--- config.mk ---
export PLATFORM = sky130hd
export DESIGN_NAME = saber_config_bank
export DESIGN_NICKNAME = d
export VERILOG_FILES = /design/src/rtl/saber_config_bank.sv
export SDC_FILE = /design/constraint.sdc
export NUM_CORES = 1
export LEC_CHECK = 0
export ABC_AREA = 1
export BUFFER_PORTS_ARGS = -buffer_cell sky130_fd_sc_hd__buf_2
export CAP_MARGIN = 20
export CORE_MARGIN = 1
export CORE_UTILIZATION = 54
export CTS_CLUSTER_DIAMETER = 40
export CTS_CLUSTER_SIZE = 20
export DETAILED_ROUTE_END_ITERATION = 16
export PLACE_DENSITY = 0.78
export SLEW_MARGIN = 30
export SYNTH_ARGS = -nofsm -noshare
export SYNTH_HDL_FRONTEND = slang
export SYNTH_SLANG_ARGS = --single-unit
--- constraint.sdc ---
create_clock -name clk -period 1.4 [get_ports clk]
set_input_delay 0.28 -clock clk [delete_from_list [all_inputs] [get_ports clk]]
set_output_delay 0.28 -clock clk [all_outputs]
set_load 0.05 [all_outputs]
--- src/rtl/saber_config_bank.sv ---
// saber_config_bank - staged blade-configuration registers with arm/commit atomic apply
// Writes/steps land in staging; an accepted commit copies all staging to cfg_out at once.
module saber_config_bank #(
  parameter int CH          = 4,
  parameter int W           = 2,
  parameter int INVERT      = 1,
  parameter int ARM_TIMEOUT = 8,
  parameter int AW          = (CH > 1) ? $clog2(CH) : 1
) (
  input  logic          clk,
  input  logic          rst,
  input  logic          wr_en,
  input  logic [AW-1:0] wr_addr,
  input  logic [W-1:0]  wr_data,
  input  logic          step_en,
  input  logic [AW-1:0] step_addr,
  input  logic          arm,
  input  logic          commit,
  input  logic          lock,
  output logic [CH*W-1:0] cfg_out,
  output logic          pending,
  output logic          armed,
  output logic          ack,
  output logic          timeout,
  output logic          err
);

  localparam int TW = $clog2(ARM_TIMEOUT + 1);
  localparam logic [W-1:0]  ZERO_CODE = (INVERT != 0) ? {W{1'b1}} : {W{1'b0}};
  localparam logic [TW-1:0] TMAX      = TW'(ARM_TIMEOUT);
  localparam logic [0:0]    ST_IDLE   = 1'b0;
  localparam logic [0:0]    ST_ARMED  = 1'b1;

  logic [W-1:0]  staging     [CH];
  logic [W-1:0]  staging_nxt [CH];
  logic [0:0]    state;
  logic [TW-1:0] timer;

  logic wr_in, step_in, wr_ok, step_ok;
  logic lock_bad, addr_bad, idle_commit, do_commit, touched;
  logic [W-1:0] enc_data;

  assign wr_in    = {{(32-AW){1'b0}}, wr_addr}   < 32'(CH);
  assign step_in  = {{(32-AW){1'b0}}, step_addr} < 32'(CH);
  assign enc_data = (INVERT != 0) ? ~wr_data : wr_data;

  always_comb begin
    lock_bad    = lock & (wr_en | step_en | arm | commit);
    addr_bad    = !lock && ((wr_en && !wr_in) || (step_en && !step_in));
    wr_ok       = !lock && wr_en && wr_in;
    // a write to the same channel wins over a step in the same cycle
    step_ok     = !lock && step_en && step_in && !(wr_ok && (step_addr == wr_addr));
    touched     = wr_ok | step_ok;
    do_commit   = (state == ST_ARMED) && commit && !lock;
    idle_commit = (state == ST_IDLE) && commit && !lock;
    for (int i = 0; i < CH; i++) begin
      staging_nxt[i] = staging[i];
      if (step_ok && (step_addr == AW'(i))) staging_nxt[i] = staging[i] + W'(1);
      if (wr_ok && (wr_addr == AW'(i)))     staging_nxt[i] = enc_data;
    end
  end

  assign armed = (state == ST_ARMED);

  always_ff @(posedge clk) begin
    if (rst) begin
      for (int i = 0; i < CH; i++) begin
        staging[i]         <= ZERO_CODE;
        cfg_out[i*W +: W]  <= ZERO_CODE;
      end
      pending <= 1'b0;
      ack     <= 1'b0;
      timeout <= 1'b0;
      err     <= 1'b0;
      state   <= ST_IDLE;
      timer   <= '0;
    end else begin
      ack     <= 1'b0;
      timeout <= 1'b0;
      err     <= lock_bad | addr_bad | idle_commit;
      for (int i = 0; i < CH; i++) begin
        staging[i] <= staging_nxt[i];
        if (do_commit) cfg_out[i*W +: W] <= staging_nxt[i];
      end
      // set-wins: a write/step coinciding with commit leaves pending high
      if (do_commit)    pending <= touched;
      else if (touched) pending <= 1'b1;
      case (state)
        ST_IDLE: begin
          if (arm && !lock) begin
            state <= ST_ARMED;
            timer <= TMAX;
          end
        end
        default: begin
          if (lock) begin
            state <= ST_IDLE;
            timer <= '0;
          end else if (commit) begin
            ack   <= 1'b1;
            state <= ST_IDLE;
            timer <= '0;
          end else if (arm) begin
            timer <= TMAX;
          end else if (timer == TW'(1)) begin
            timeout <= 1'b1;
            state   <= ST_IDLE;
            timer   <= '0;
          end else begin
            timer <= timer - TW'(1);
          end
        end
      endcase
    end
  end

endmodule
==> flow_metrics.py <==
metrics = {
    "layout": {
        "drive_gt1_share_pct": 22.9,
        "final_cell_mix": "55 x nand2_1, 25 x buf_2, 24 x dfxtp_1, 23 x inv_1, 23 x nand3_1",
        "diodes": 0,
        "syn_to_final_growth_pct": 15.5,
        "fin_nets": 239,
        "final_common_cell": "nand2_1",
    },
    "global_route": {
        "busiest_layer": "met2",
        "grt_pass1_wl_um": 5200,
        "use_met2_pct": 41.3,
        "grt_max_degree": 16,
        "grt_pass1_vias": 1221,
        "grt_usage_pct": 27.0,
        "grtUsageMet1_pct": 36.1,
        "grt_use_met3_pct": 3.80,
        "grt_overflow": 0,
        "antenna_found_initial": 0,
    },
    "pwr": {
        "power_density_nw_per_um2": 897,
        "finalPower_uw": 1380,
        "ir_drop_v": 0.000708,
        "p_leak_uw": 0.000747,
    },
    "cts": {
        "cts_sinks": 25,
        "clock_latency_ns": 0.33,
        "htreeDepth": 1,
        "clk_pin_slew_ns": 0.14,
        "cts_tree": "built",
        "cts_root_buf": "clkbuf_4",
        "cts_hold_buf": 0,
        "clock_path_buffers": 2,
        "cts_setup_buffers": 0,
        "cts_buffers": 3,
    },
    "setup_path": {
        "path_cells": "buf_2",
        "cp.required_ns": 1.12,
        "crit_type": "reg -> out",
        "cp-start-kind": "flop",
        "cp_top_family": "flip-flops",
        "max_stage_delay_ns": 0.40,
        "critPathMaxFanout": 2,
        "crit_arrival_ns": 1.01,
        "path_buf_inv": 1,
        "critPathSlowestCell": "dfxtp_1",
        "cp-end-kind": "primary output",
    },
    "logic_synthesis": {
        "seq_area_frac_synth_pct": 37.6,
        "synth.area.top_cells": "dfxtp_1 38%, nand2_1 16%, nand3_1 8.6%",
        "synth-seq-cells": 25,
        "synth_top_area_share_pct": 37.6,
        "syn_nets": 210,
        "synthCells": 195,
        "synth_cell_types": 24,
        "synth.avg_cell_area_sq_um": 6.83,
        "synth-warning-count": 0,
        "syn-cell-area_sq_um": 1330,
        "synth_top_cell_by_area": "dfxtp_1",
    },
    "floorplanning": {
        "die_y_um": 51.7,
        "coreArea_sq_um": 2280,
        "num_rows": 17,
        "pin_count": 26,
        "initial_core_util_pct": 58.5,
        "chipWidth_um": 51.7,
        "die_area_sq_um": 2670,
    },
    "status": {
        "status": "completed",
    },
    "routing": {
        "drt_iter0_drc": 42,
        "ant_nets": 0,
        "drcViolationCount": 0,
        "vias_per_cell": 5.40,
        "wl_per_cell_um": 12.6,
        "vias": 1355,
        "wl_um": 3180,
        "drtPass1Iterations": 4,
    },
    "timing": {
        "tightest_slew_ns": 0.428,
        "setup_viol": 0,
        "final_hold_viol_count": 0,
        "slew_headroom_pct": 71.3,
        "post-route-period-util_pct": 92.5,
        "finalSetupTns_ns": 0,
        "fmax_mhz": 772,
        "rsz0062_at_grt": "false",
        "maxSlewViolCount": 0,
        "fin_skew_ns": 0.00298,
        "min_period_ns": 1.29,
        "timing.hold.ws_ns": 0.280,
    },
    "job": {
        "maxCapViolations": 0,
    },
    "placed_design": {
        "place_congestion": 0.897,
        "hpwl_um": 2400,
        "port_buffers": 25,
    },
    "worst_hold_path": {
        "hold_path_class": "in -> reg",
    },
}
[registers in the layout, indices dropped and copies added, names as in the netlist]
name     flops
pending      1
ack          1
timer        4
staging      8
timeout      1
err          1
cfg_out      8
armed        1
[synthesized netlist by cell type]
cell	number
nand2_1	55
dfxtp_1	25
inv_1	24
nand3_1	23
nor2_1	12
a21oi_1	11
nand4_1	6
nor3_1	6
o21ai_0	6
inv_2	4
nand3_2	3
nor2_4	3
clkbuf_1	2
ha_1	2
nand2_2	2
nor3_2	2
nor4_1	2
a211oi_1	1
buf_2	1
buf_6	1
nand3_4	1
nor2_2	1
o32ai_1	1
xor2_1	1
[layout make-up]
cell class	instances	area (sq um)
Clock buffer	4	26.3
Sequential cell	25	502
Inverter	28	105
Multi-Input combinational cell	138	709
Timing Repair Buffer	28	160
Fill cell	196	738
Tap cell	28	35.0
[where the power goes]
part           total, uW  switching, uW  leakage (uW)  internal, uW
Combinational        286            200      0.000527          85.5
Clock                334            222     0.0000150           112
Sequential           759           16.0      0.000205           743
Total               1380            439      0.000747           941
[stage by stage]
stage / area [sq um] / setup slack, ns / utilization [%] / instances
after floorplan: 1330 / 0.0307 / - / 195
after global placement: 1500 / 0.0434 / 66.1 / 247
after detailed placement: 1500 / -0.0109 / 66.1 / 247
after CTS: 1530 / 0.0701 / 67.2 / 251
after global routing: 1540 / 0.0128 / 67.6 / 251
final: 1540 / 0.105 / 67.6 / 251
[cell families (layout without fill, tap and decap cells)]
group | Yosys count | count (layout) | share of synthesized area [%]
and+or+nand+nor | 116 | 116 | 42.6
buffers and inverters | 32 | 60 | 9.68
AOI/OAI and AO/OA | 19 | 19 | 7.61
DFF | 25 | 25 | 37.6
xor gates and xnor gates | 1 | 1 | 0.658
adders and majority gates | 2 | 2 | 1.88
[routing by layer]
layer | vias up | share of wire [%] | routed length [um]
li1 | 691 | - | -
met1 | 596 | 45 | 1440
met2 | 58 | 45 | 1420
met3 | 10 | 6.6 | 211
met4 | 0 | 3.2 | 102
met5 | - | 0 | 0
[timing repair]
item | 4_1_cts | 5_1_grt
endpoints found under the hold margin | 0 | 0
resized for setup | 0 | 3
endpoints found under the setup margin | 0 | 5
[worst paths after layout]
kind / startpoint / endpoint / slack, ns / cells after the start
setup / recovery: cfg_out[0] / cfg_out[0] / 0.11 / 1
hold / removal: wr_data[1] / staging[0][1] / 0.28 / 4
setup reg to reg: armed / pending / 0.14 / 9
hold reg to reg: cfg_out[3] / cfg_out[3] / 0.49 / 2
Note: power is estimated with default switching activity, not from simulation.
